===== src/rtl/input_queue.sv =====
// Input word queue: debounced switch entries are pushed on a button press and
// popped onto IData when control requests an input instruction.
module input_queue #(
    parameter int IO_WIDTH   = 16,
    parameter int DATA_WIDTH = 32,
    parameter int DEPTH_LOG2 = 2
) (
    input  logic                  clock,
    input  logic                  reset,
    input  logic [IO_WIDTH:0]     sw,
    input  logic                  push_button,
    input  logic                  is_input,
    input  logic                  flush,
    output logic [DATA_WIDTH-1:0] IData,
    output logic                  data_valid,
    output logic                  empty,
    output logic                  full,
    output logic [DEPTH_LOG2:0]   count,
    output logic                  overflow,
    output logic                  underflow
);

    localparam int DEPTH = 1 << DEPTH_LOG2;
    localparam logic [DEPTH_LOG2-1:0] PTR_ONE  = 1;
    localparam logic [DEPTH_LOG2:0]   CNT_ONE  = 1;
    localparam logic [DEPTH_LOG2:0]   CNT_FULL = {1'b1, {DEPTH_LOG2{1'b0}}};

    logic                  push_q, req_q;
    logic                  push_evt, pop_evt, push_ok, pop_ok, wr_en;
    logic [DATA_WIDTH-1:0] word;
    logic [DATA_WIDTH-1:0] mem_q [DEPTH];

    logic [DEPTH_LOG2-1:0] rd_ptr_q, rd_ptr_d, wr_ptr_q, wr_ptr_d;
    logic [DEPTH_LOG2:0]   count_q, count_d;
    logic [DATA_WIDTH-1:0] idata_q, idata_d;
    logic                  valid_q, valid_d;
    logic                  ovf_q, ovf_d, unf_q, unf_d;

    assign push_evt = push_button & ~push_q;
    assign pop_evt  = is_input & ~req_q;

    // Sign extension only when the sign-select bit is set and the value's MSB is 1.
    assign word = {{(DATA_WIDTH-IO_WIDTH){sw[IO_WIDTH] & sw[IO_WIDTH-1]}}, sw[IO_WIDTH-1:0]};

    assign empty = (count_q == '0);
    assign full  = (count_q == CNT_FULL);

    // A pop in the same cycle frees a slot, so a push into a full queue still lands.
    assign pop_ok  = pop_evt & ~empty;
    assign push_ok = push_evt & (~full | pop_ok);

    always_comb begin
        rd_ptr_d = rd_ptr_q;
        wr_ptr_d = wr_ptr_q;
        count_d  = count_q;
        idata_d  = idata_q;
        valid_d  = 1'b0;
        ovf_d    = ovf_q;
        unf_d    = unf_q;
        wr_en    = 1'b0;
        if (flush) begin
            rd_ptr_d = '0;
            wr_ptr_d = '0;
            count_d  = '0;
            ovf_d    = 1'b0;
            unf_d    = 1'b0;
        end else begin
            if (pop_ok) begin
                idata_d  = mem_q[rd_ptr_q];
                rd_ptr_d = rd_ptr_q + PTR_ONE;
                valid_d  = 1'b1;
            end else if (pop_evt) begin
                unf_d = 1'b1;
            end
            if (push_ok) begin
                wr_en    = 1'b1;
                wr_ptr_d = wr_ptr_q + PTR_ONE;
            end else if (push_evt) begin
                ovf_d = 1'b1;
            end
            case ({push_ok, pop_ok})
                2'b10:   count_d = count_q + CNT_ONE;
                2'b01:   count_d = count_q - CNT_ONE;
                default: count_d = count_q;
            endcase
        end
    end

    always_ff @(posedge clock or negedge reset) begin
        if (!reset) begin
            push_q   <= 1'b0;
            req_q    <= 1'b0;
            rd_ptr_q <= '0;
            wr_ptr_q <= '0;
            count_q  <= '0;
            idata_q  <= '0;
            valid_q  <= 1'b0;
            ovf_q    <= 1'b0;
            unf_q    <= 1'b0;
        end else begin
            push_q   <= push_button;
            req_q    <= is_input;
            rd_ptr_q <= rd_ptr_d;
            wr_ptr_q <= wr_ptr_d;
            count_q  <= count_d;
            idata_q  <= idata_d;
            valid_q  <= valid_d;
            ovf_q    <= ovf_d;
            unf_q    <= unf_d;
        end
    end

    // Storage is not reset; entries are only readable once written.
    always_ff @(posedge clock) begin
        if (wr_en) begin
            mem_q[wr_ptr_q] <= word;
        end
    end

    assign IData      = idata_q;
    assign data_valid = valid_q;
    assign count      = count_q;
    assign overflow   = ovf_q;
    assign underflow  = unf_q;

endmodule


===== config.mk =====
export PLATFORM = sky130hd
export DESIGN_NAME = input_queue
export DESIGN_NICKNAME = d
export VERILOG_FILES = /design/src/rtl/input_queue.sv
export SDC_FILE = /design/constraint.sdc
export NUM_CORES = 1
export LEC_CHECK = 0
export BUFFER_PORTS_ARGS = -buffer_cell sky130_fd_sc_hd__buf_2
export CORE_MARGIN = 2
export CORE_UTILIZATION = 55
export DETAILED_ROUTE_END_ITERATION = 8
export PLACE_DENSITY_LB_ADDON = 0.15
export SLEW_MARGIN = 20
export SYNTH_ARGS = -nofsm -noshare
export SYNTH_HDL_FRONTEND = slang
export SYNTH_SLANG_ARGS = --single-unit

===== constraint.sdc =====
create_clock -name clock -period 2.9 [get_ports clock]
set_input_delay 0.435 -clock clock [delete_from_list [all_inputs] [get_ports clock]]
set_output_delay 0.435 -clock clock [all_outputs]
set_load 0.02 [all_outputs]

Word level (Yosys, flattened, before mapping)
Memory sizes are Yosys's and may differ from the RTL's. A register that Yosys moved wholly into a read port is not among the register bits.
Cells that the tools add are included.
{"block": "classes", "add_sub_neg": 4, "eq_ne": 5, "n_mux": 18, "bitwise": 11, "reduce_logical": 10}
{"op": "$mux 1", "n": 12}
{"op": "$mux 2", "n": 4}
{"op": "$reduce_bool 2->1", "n": 4}
{"op": "$pmux 3 s2", "n": 1}
{"op": "$reduce_and 2->1", "n": 3}
{"op": "$and 1x1->1", "n": 5}
{"op": "$not 1->1", "n": 5}
{"op": "$add 2x1->2 const B", "n": 2}
{"op": "$ne 2x2->1 const B", "n": 2}
{"op": "$add 3x1->3 const B", "n": 1}
{"op": "$eq 3x3->1 const B", "n": 1}
{"op": "$logic_not 3->1", "n": 1}
{"op": "$mux 3", "n": 1}
{"op": "$reduce_bool 3->1", "n": 1}
{"op": "$sub 3x1->3 const B", "n": 1}
{"op": "$eq 2x1->1 const B", "n": 1}
{"op": "$eq 2x2->1 const B", "n": 1}
{"op": "$logic_not 1->1", "n": 1}
{"op": "$or 1x1->1", "n": 1}
{"block": "word_totals", "register_bits": 12, "mem_bits_rw": 128, "input_bits": 22, "word_cells": 57, "mem_count": 1}
{"name": "mem_q", "words": 4, "word_bits": 32, "read_ports": 1, "rd_clocked_by_memory_dff": 1, "wr": 1, "line": "31", "text": "logic [DATA_WIDTH-1:0] mem_q [DEPTH];"}

Longest topological paths before layout
Gate-level depths: netlist of run 1.
{"block": "logic_depth", "depth_word": 9, "mapped_depth": 7, "mapped_depth_nobuf": 6}

Least setup slack after synthesis of run 1
No wires, ideal clock.
{"block": "synth_timing", "kind": "register to register", "start": "reg count_q[0], in the netlist count[0]", "end": "reg count_q[2], in the netlist count[2]", "setup_ns": 0.082, "arrival_ns": 2.384, "path_slack_ns": 0.434, "path_stages_with_launch": 7, "n_path_buf": 0, "period_less_slack_ns": 2.466, "cell_sequence": "dfrtp_1 -> nor3_2 -> nor3_1 -> fa_1 -> and3_1 -> or3b_2 -> a31oi_1"}
{"block": "synth_between", "elab_chain_cells": 8, "word_cells_on_any_way": 14, "classes_between": "2 x add/sub; 3 x eq/ne; 2 x mux; 5 x bitwise; 2 x reduce/logical"}
{"item": "from (decl)", "line": "34", "text": "logic [DEPTH_LOG2:0] count_q, count_d;"}
{"item": "from (signal assigned)", "line": "105", "text": "count_q <= count_d;"}
{"item": "$logic_not 3->1 (*)", "line": "45", "text": "assign empty = (count_q == '0);"}
{"item": "net empty", "line": "16", "text": "output logic empty,"}
{"item": "$not 1->1 (*)", "line": "49", "text": "assign pop_ok = pop_evt & ~empty;"}
{"item": "$and 1x1->1 (*)", "line": "49"}
{"item": "$or 1x1->1", "line": "50", "text": "assign push_ok = push_evt & (~full | pop_ok);"}
{"item": "$and 1x1->1", "line": "50"}
{"item": "$eq 2x1->1 / $eq 2x2->1 (equally long branches)", "line": "81", "text": "case ({push_ok, pop_ok})"}
{"item": "$pmux 3 s2", "line": "81"}
{"item": "$mux 3", "line": "61", "text": "if (flush) begin"}
The timed path passes the listed nets; every way through them passes the cells marked *.
A chain may end at the register's enable or synchronous reset.

Worst setup path after layout of run 1
{"block": "layout_timing", "start": "reg push_q", "end": "reg count_q[2], in the netlist count[2]"}
{"block": "layout_between", "elab_chain_cells": 6, "word_cells_on_any_way": 8, "classes_between": "2 x eq/ne; 2 x mux; 3 x bitwise; 1 x reduce/logical"}
{"item": "from (decl)", "line": "28", "text": "logic push_q, req_q;"}
{"item": "from (signal assigned)", "line": "101", "text": "push_q <= push_button;"}
{"item": "$not 1->1 (*)", "line": "39", "text": "assign push_evt = push_button & ~push_q;"}
{"item": "$and 1x1->1 (*)", "line": "39"}
{"item": "$and 1x1->1 (*)", "line": "50"}
{"item": "$eq 2x1->1 / $eq 2x2->1 (equally long branches)", "line": "81"}
{"item": "$pmux 3 s2", "line": "81"}
{"item": "$mux 3", "line": "61"}
Every way passes the cells marked *; elsewhere a longest branch is shown, timed or not.

==> results of run 1 <==
-- layout by cell type, fill, tap and decap left out, types with 3 or more instances in the layout --
cell type and n:
mux2_2 8, buf_4 11, buf_2 61, nand3_1 4, a21oi_1 5, nor2_1 7
mux4_2 17, mux2_4 9, clkbuf_8 10, inv_1 4, nor2b_1 3, edfxtp_1 68
and2_1 6, dfrtp_1 29, xnor2_1 3, a31oi_1 3, ha_1 4
-- worst max-delay path, delay by kind of cell (launching register included) --
kind	cells	cell delay [ns]
AO/OA/AOI/OAI	1	0.16
adder cells (fa/ha/maj)	1	0.44
flip-flops	1	0.38
AND/OR/NAND/NOR	4	1.27
-- Yosys cell counts (3+ instances only) --
master / instances
dfrtp_1: 29
nand3_1: 4
a21oi_1: 5
xnor2_1: 3
mux2_2: 8
buf_4: 15
mux2_4: 9
a31oi_1: 3
inv_1: 4
nor2b_1: 3
nor2_1: 7
clkbuf_1: 5
ha_1: 4
edfxtp_1: 68
and2_1: 6
mux4_2: 17
-- flip-flops by register name, summed over array words and instances (netlist names) --
name and count:
IData 17, overflow 1, push_q 1, data_valid 1, count 3, wr_ptr_q 2
underflow 1, rd_ptr_q 2, req_q 1, mem_q 68
-- layer usage --
| layer | vias up | part of all wire | GRT usage |
|---|---|---|---|
| li1 | 924 | - | - |
| met1 | 984 | 0.44 | 0.2393 |
| met4 | 0 | 0.015 | 0.07025 |
| met2 | 67 | 0.49 | 0.2967 |
| met3 | 11 | 0.053 | 0.03545 |
| met5 | - | 0 | 0 |
-- how the worst min path moves through the flow --
stage / end / slack (ns) / cells after the start
final: IData[1] / 0.12 / 1
after global routing: IData[1] / 0.16 / 1
after CTS: IData[1] / 0.14 / 1
after detailed placement: underflow / 0.49 / 2
after global placement: IData[7] / 0.48 / 1
after floorplan: IData[0] / 0.14 / 0
-- cell type report --
class / instances / share of cell area
clock buffer: 11 / 0.03142
clock inverter: 5 / 0.01418
inverter: 4 / 0.003337
multi-input combinational: 90 / 0.2186
sequential: 97 / 0.6151
tap: 96 / 0.02670
timing repair buffer: 73 / 0.09066
-- through the flow --
stage,utilization,area (µm²),hold WS [ns]
final,0.6550,4499,0.1186
after global routing,0.6550,4499,0.1628
after CTS,0.6550,4499,0.1417
after detailed placement,0.6251,4294,0.4857
after global placement,0.6251,4294,0.4811
after floorplan,-,3930,0.1394
-- power groups by stage --
stage               clock network [mW]  logic (mW)  registers (mW)
floorplan                            0       0.280            1.73
global placement                     0       0.460            1.64
detailed placement                   0       0.465            1.65
CTS                              0.893       0.465            1.62
global route                     0.954       0.497            1.63
finish                           0.868       0.459            1.62
-- cell families after synthesis --
group | count (synthesis) | share of synthesized area
AO/OA/AOI/OAI | 14 | 0.02165
XOR/XNOR | 3 | 0.006687
adder cells (fa/ha/maj) | 5 | 0.01783
buffers and inverters | 28 | 0.04553
flip-flops | 97 | 0.7042
multiplexers | 35 | 0.1573
AND/OR/NAND/NOR | 33 | 0.04681
==> metrics.txt, run 1 <==
pin count of the biggest net entering global routing=30; crit path launch type=register; Comb pwr share=0.156; antenna violations before repair=0; Net Count, Synth=~240; NumNets Final=302; critical path fanouts, max=10; Multi-input gate area=roughly 980 µm²; Worst Skew=~0.0084 ns; Least-Margin Pin Slew=between 0.8 and 0.9 ns; First DRT Iteration DRCs=~130; Row Count=30; vias in the first global route=roughly 2,000; Crit Path Class=reg -> reg; HPWL Detailed=approximately 4500 µm; critical-path cell list=nor2b_1 > nor3_1 > fa_1 > and3_1 > or3b_2 > a31oi_1; Sw Pwr=approximately 0.76 mW; FF+latch area=roughly 0.0028 mm²; worst reg2reg setup slack=roughly 0.57 ns; core area=between 0.006 and 0.007 mm²; initial core utilization=0.5721; Slew Limit Headroom=0.4212; ys async rst share=0.2990; max cap viols=0; Post-synth EDFFs=between 60 and 70; top post-synthesis cells by area=edfxtp_1 (52%), dfrtp_1 (18%), mux4_2 (9.7%), mux2_4 (3.4%), buf_4 (2.9%); Lkg Pwr=about 1.8 nW; Syn Area/Cell=approximately 18 µm²; diodes inserted=0; root buffer cell=clkbuf_8; area added between synthesis and finish=14.49%; average wire per standard cell=approximately 17 µm; CP Capture Type=register; Mapped Cells=around 220; internal power=~2.2 mW; status=completed; antenna-violating nets left=0; WP data required=between 3 and 4 ns; most common flop cell mapped by yosys=edfxtp_1; unique cell type count in the Yosys netlist=34; P per Cell Area=approximately 650 mW/mm²; first-pass GRT wire length=between 10,000 and 15,000 µm; Worst setup endpoint=count[2]; 1st-pass router iterations=4; post-synth top area cell=edfxtp_1; slowest CP cell=nor2b_1; Achievable Freq=429.8 MHz; PortBufs=just over 60; Worst Hold Class=in -> async; postcts setup bufs=0; Via density=between 5 and 6; Flop pwr share=0.549; gr usage total=0.1799; die width=~90 µm; total number of vias=~2,000; Switching Share=0.2586; setup slack after layout=roughly 0.57 ns; Total Power=roughly 3 mW; Setup TNS Final=0 ns; power share of the clock group=0.295; Finished Layout Cells=376; Routed WL=roughly 6400 µm; Reg2Reg Depth=6; Place WS=approximately 0.45 ns; gpl congestion=between 0.7 and 0.8; Yosys warning count=0; Reg2Reg Capture Point=count[2]; Crit path largest cell delay=about 0.49 ns; clock sinks=just under 100; synthesized area=0.003930 mm²; Worst setup startpoint=push_q; DRC=0; H-tree depth=3; DIE AREA=between 0.007 and 0.008 mm²; CTS tree=built; number of fill cells=503; register area share after synthesis=0.7042; Die H=just under 90 µm; Final min period=between 2 and 2.5 ns; fin. max-slew vios=0; layout cells sized above 1=0.4429; unrepaired setup endpoints after global routing=no; maximum clock path buffer count=2; Max IR drop VDD=0.2898 mV; final setup violation count=0; Remaining Overflow, GRT=0; start of the worst register-to-register path=push_q; cts hold-fix bufs=0; Synth top area share=0.5196; CTS Buf Count=9; Yosys reg bits=97; Inst Count DP=between 300 and 400; Final Hold Fails=0; Final Cycle Share=0.8022; Reg clk slew, reported paths=around 0.090 ns; Crit path arrival time=~2.6 ns; CTS resizes=0; Clk Latency, worst-skew pair=0.35 ns; I/O pin cnt=62
Note: power is estimated with default switching activity, not from simulation.
==> inputs of run 2 (changes only) <==
==> constraint.sdc (replaced) <==
create_clock -name clock -period 2.4 [get_ports clock]
set_input_delay 0.36 -clock clock [delete_from_list [all_inputs] [get_ports clock]]
set_output_delay 0.36 -clock clock [all_outputs]
set_load 0.02 [all_outputs]
==> metrics.txt, run 2 (synthesis results as in run 1) <==
cts hold-fix bufs=0; Final Cycle Share=0.8863; Crit path arrival time=around 2.4 ns; DRC=0; initial core utilization=0.5721; WP data required=about 2.7 ns; Achievable Freq=between 400 and 500 MHz; Inst Count DP=about 360; most common cell after layout, fill and taps aside=edfxtp_1; area added between synthesis and finish=15.35%; DIE AREA=around 0.0078 mm²; Clk Latency, worst-skew pair=between 0.3 and 0.4 ns; Reg clk slew, reported paths=approximately 0.090 ns; root buffer cell=clkbuf_8; Row Count=30; clock sinks=a little under 100; Crit Path Class=reg -> reg; HPWL Detailed=approximately 4400 µm; total number of vias=~2,000; Routed WL=about 6300 µm; Finished Layout Cells=379; maximum clock path buffer count=2; Least-Margin Pin Slew=0.6894 ns; Remaining Overflow, GRT=0; First DRT Iteration DRCs=76; max cap viols=0; Max IR drop VDD=a little over 0.3 mV; crit path launch type=register; CTS tree=built; CTS Buf Count=9; Lkg Pwr=around 1.8 nW; pin count of the biggest net entering global routing=30; CP Capture Type=register; layout cells sized above 1=0.4452; Largest register FFs=a little under 70; first-pass GRT wire length=roughly 10,000 µm; CTS resizes=0; PortBufs=a little over 60; fin. max-slew vios=0; gpl congestion=around 0.75; unrepaired setup endpoints after global routing=no; P per Cell Area=797.9 mW/mm²; antenna-violating nets left=0; fin util=0.6599; average wire per standard cell=~17 µm; Die H=~89 µm; final setup violation count=0; die width=about 89 µm; critical path fanouts, max=8; vias in the first global route=roughly 2,000; core area=0.006869 mm²; Final Hold Fails=0; I/O pin cnt=62; most frequent cells in the layout=edfxtp_1 (68), buf_2 (61), dfrtp_1 (29); Worst Skew=~0.0095 ns; final instance area=between 0.004 and 0.005 mm²; Final min period=~2.1 ns; DP Area=between 0.004 and 0.005 mm²; 1st-pass router iterations=4; gr usage total=0.1785; antenna violations before repair=0; diodes inserted=0; Worst Hold Class=in -> async; status=completed; Largest Register=mem_q; H-tree depth=3; Slew Limit Headroom=0.5404; Via density=5.277; postcts setup bufs=0; NumNets Final=~310; Setup TNS Final=0 ns
run 2: cell types whose count changed in the layout (fill, tap and decap cells not counted), sizes merged:
cell	previous run	this run
buf	73	76
bufinv	1	2
clkinvlp	1	0
run 2: through the flow:
step	setup slack, ns	power [mW]	hold WS, ns
6_report	0.2728	3.617	0.03967
5_1_grt	0.1107	3.773	0.07639
4_1_cts	0.1286	3.660	0.05055
3_5_place_dp	0.1546	2.557	0.4447
3_3_place_gp	0.2462	2.543	0.4457
2_1_floorplan	0.07280	2.428	0.06441
run 2: final cells by class:
cell class	count	area, µm²
flip-flops and latches	97	2768
clock inverters	5	78.83
fillers	481	2336
well taps	96	120.1
inverters	4	15.01
multi-input cells	90	989.7
clock buffers	11	131.4
repair buffers	76	430.4
run 2: metal layers:
| metal | vias to the layer above | routed length (µm) | global-route usage |
|---|---|---|---|
| met5 | - | 0 | 0 |
| met4 | 0 | 49 | 0.06612 |
| met3 | 6 | 254 | 0.04291 |
| met2 | 55 | 3381 | 0.3062 |
| met1 | 1009 | 2635 | 0.2224 |
| li1 | 930 | - | - |
run 2: final timing paths:
check,to,cells after the start,from,slack [ns]
max reg2reg,count[2],6,count[1],0.27
max,count[2],6,count[1],0.27
min,IData[2],1,reset,0.04
min in group clock,push_q,1,push_button,0.13
min reg2reg,underflow,2,underflow,0.50
max in group asynchronous,count[2],1,reset,1.91
run 2: power breakdown:
| part | switching (mW) | total (mW) | internal [mW] | leakage (nW) |
|---|---|---|---|---|
| Combinational | 0.332 | 0.560 | 0.229 | 0.715 |
| Clock | 0.516 | 1.10 | 0.588 | 0.108 |
| Sequential | 0.0602 | 1.95 | 1.89 | 0.996 |
run 2: worst max-delay path: stages, from the launching register on:
cell	delay [ns]
dfrtp_1	0.50
nor3_4	0.21
nor3_1	0.09
fa_1	0.44
and3_1	0.18
or3b_2	0.46
a31oi_1	0.17
==> inputs of run 3 (changes only) <==
--- a/config.mk
+++ b/config.mk
@@ -5,6 +5,7 @@
 export SDC_FILE = /design/constraint.sdc
 export NUM_CORES = 1
 export LEC_CHECK = 0
+export ABC_AREA = 1
 export BUFFER_PORTS_ARGS = -buffer_cell sky130_fd_sc_hd__buf_2
 export CORE_MARGIN = 2
 export CORE_UTILIZATION = 55
==> metrics.txt, run 3 <==
status=completed; Routed WL=about 7200 µm; CTS resizes=0; core area=0.007176 mm²; post-synth top area cell=edfxtp_1; top-count cell post-synth=edfxtp_1; Worst Path Buf+Inv=1; Final Hold Fails=0; first-pass GRT wire length=about 12,000 µm; Crit path largest cell delay=about 0.47 ns; Yosys warning count=0; Mapped Cells=350; Crit Path Class=reg -> reg; HPWL Detailed=around 4500 µm; Via density=5.177; antenna violations before repair=0; DP Area=0.004324 mm²; Place WS=0.3696 ns; Reg2Reg Depth=9; H-tree depth=3; Die H=roughly 90 µm; postcts setup bufs=0; gr usage total=0.1872; CTS tree=built; most common cell after layout, fill and taps aside=edfxtp_1; Reg2Reg Capture Point=count[2]; most common flop cell mapped by yosys=edfxtp_1; Worst setup endpoint=count[2]; Max IR drop VDD=roughly 0.44 mV; max cap viols=0; Switching Share=0.3174; synthesized area=around 0.0041 mm²; Final Cycle Share=0.8374; Worst setup startpoint=count[0]; Worst Skew=~0.015 ns; top post-synthesis cells by area=edfxtp_1 (50%), dfrtp_1 (18%), o21ai_0 (7.2%), nor2_1 (5.5%), nand2_1 (4.3%); ys async rst share=0.2990; Lkg Pwr=~1.9 nW; CP Capture Type=register; Remaining Overflow, GRT=0; number of fill cells=580; cts hold-fix bufs=0; internal power=2.766 mW; unique cell type count in the Yosys netlist=29; Clk Latency, worst-skew pair=0.36 ns; diodes inserted=0; Syn Area/Cell=around 12 µm²; Flop pwr share=0.505; vias in the first global route=around 2,400; WP depth=9; Crit path top cell by count=nand2_1; hold slack=0.02535 ns; Least-Margin Pin Slew=0.6553 ns; Setup TNS Final=0 ns; 1st-pass router iterations=4; total number of vias=~2,600; unrepaired setup endpoints after global routing=no; critical path fanouts, max=6; clock sinks=97; Synth top area share=0.5037; Slew Limit Headroom=0.5631; final setup violation count=0; critical-path cell list=nor2_4 > nand2_4 > nand3_1 > inv_1 > fa_1 > xnor2_1 > xor2_1 > nand2_1 > nand2_1; Reg clk slew, reported paths=about 0.1 ns; Worst Hold Class=in -> async; most frequent cells in the layout=edfxtp_1 (68), buf_2 (61), nor2_1 (59); DRC=0; Crit path arrival time=roughly 2.3 ns; Post-synth EDFFs=68; gpl congestion=0.8072; Largest register FFs=between 60 and 70; top cells by count, synth=edfxtp_1 (68), nor2_1 (59), o21ai_0 (58); fin. max-slew vios=0; Comb pwr share=0.233; crit path launch type=register; worst reg2reg setup slack=about 0.4 ns; pin count of the biggest net entering global routing=37; Achievable Freq=roughly 500 MHz; maximum clock path buffer count=2; start of the worst register-to-register path=count[0]; Net Count, Synth=377; die width=between 80 and 90 µm; Largest Register=mem_q; layout cells sized above 1=0.2401; PortBufs=slightly above 60; DIE AREA=between 0.008 and 0.009 mm²; antenna-violating nets left=0; P per Cell Area=roughly 900 mW/mm²; Yosys reg bits=between 90 and 100; initial core utilization=0.5650; power share of the clock group=0.262; setup slack after layout=about 0.4 ns; area added between synthesis and finish=11.70%; Sw Pwr=between 1 and 1.5 mW; average wire per standard cell=~14 µm; Total Power=4.052 mW; I/O pin cnt=62; First DRT Iteration DRCs=between 100 and 150; CTS Buf Count=9; final instance area=around 0.0045 mm²; WP data required=2.69 ns; Row Count=31; register area share after synthesis=0.6827; root buffer cell=clkbuf_8; CP top delay family=simple AND/OR/NAND/NOR gates; NumNets Final=between 400 and 500; Final min period=approximately 2 ns; slowest CP cell=dfrtp_1
## run 3: changes by cell type after synthesis, sizes merged, moves of 6 or more
cell,before,now
buf,19,26
mux4,17,0
mux2,17,0
and2,6,0
nand2,2,48
o21ai,2,72
nor2,7,63
inv,4,19
## run 3: cell type report
type	count	area [µm²]	area share
Sequential cell	97	2768	0.6112
Multi-Input combinational cell	202	988.4	0.2183
Timing Repair Buffer	70	372.9	0.08234
Tap cell	99	123.9	0.02736
Clock inverter	5	62.56	0.01382
Inverter	19	71.32	0.01575
Clock buffer	11	141.4	0.03122
## run 3: routing by layer
layer  vias up  GRT usage  part of all wire
li1       1269          -                 -
met1      1241     0.2507              0.44
met2        80     0.2980              0.47
met3        14    0.03856             0.068
met4         0    0.08718             0.022
met5         -          0                 0
## run 3: logic make-up after synthesis
family          count (synthesis)  synth area share
compound gates                 77           0.09722
xor+xnor                        2          0.004322
fa+ha+maj                       5           0.01728
buf+inv                        51           0.07346
flops                          97            0.6827
simple gates                  118            0.1250
## run 3: power groups by stage
stage / registers [mW] / clock network [mW] / logic (mW)
after floorplan: 2.26 / 0 / 0.593
after global placement: 2.08 / 0 / 0.945
after detailed placement: 2.08 / 0 / 0.954
after CTS: 2.05 / 1.09 / 0.957
after global routing: 2.07 / 1.16 / 1.03
final: 2.04 / 1.06 / 0.946
## run 3: per-stage QoR
| step | cells | utilization |
|---|---|---|
| floorplan | 350 | - |
| global placement | 487 | 0.6026 |
| detailed placement | 487 | 0.6026 |
| CTS | 503 | 0.6310 |
| global route | 503 | 0.6310 |
| finish | 503 | 0.6310 |
## run 3: worst min path at each step
stage	depth (start not counted)	start	slack, ns	to
2_1_floorplan	0	reset	0.06	IData[0]
3_3_place_gp	1	reset	0.43	count[1]
3_5_place_dp	1	reset	0.43	count[1]
4_1_cts	1	reset	0.03	IData[5]
5_1_grt	1	reset	0.06	IData[5]
6_report	1	reset	0.03	IData[5]
## run 3: worst reg2reg max path, cell delays in order (launching register included)
cell and delay, ns:
dfrtp_1 0.47, nor2_4 0.16, nand2_4 0.08, nand3_1 0.23, inv_1 0.09, fa_1 0.40
xnor2_1 0.20, xor2_1 0.19, nand2_1 0.08, nand2_1 0.06
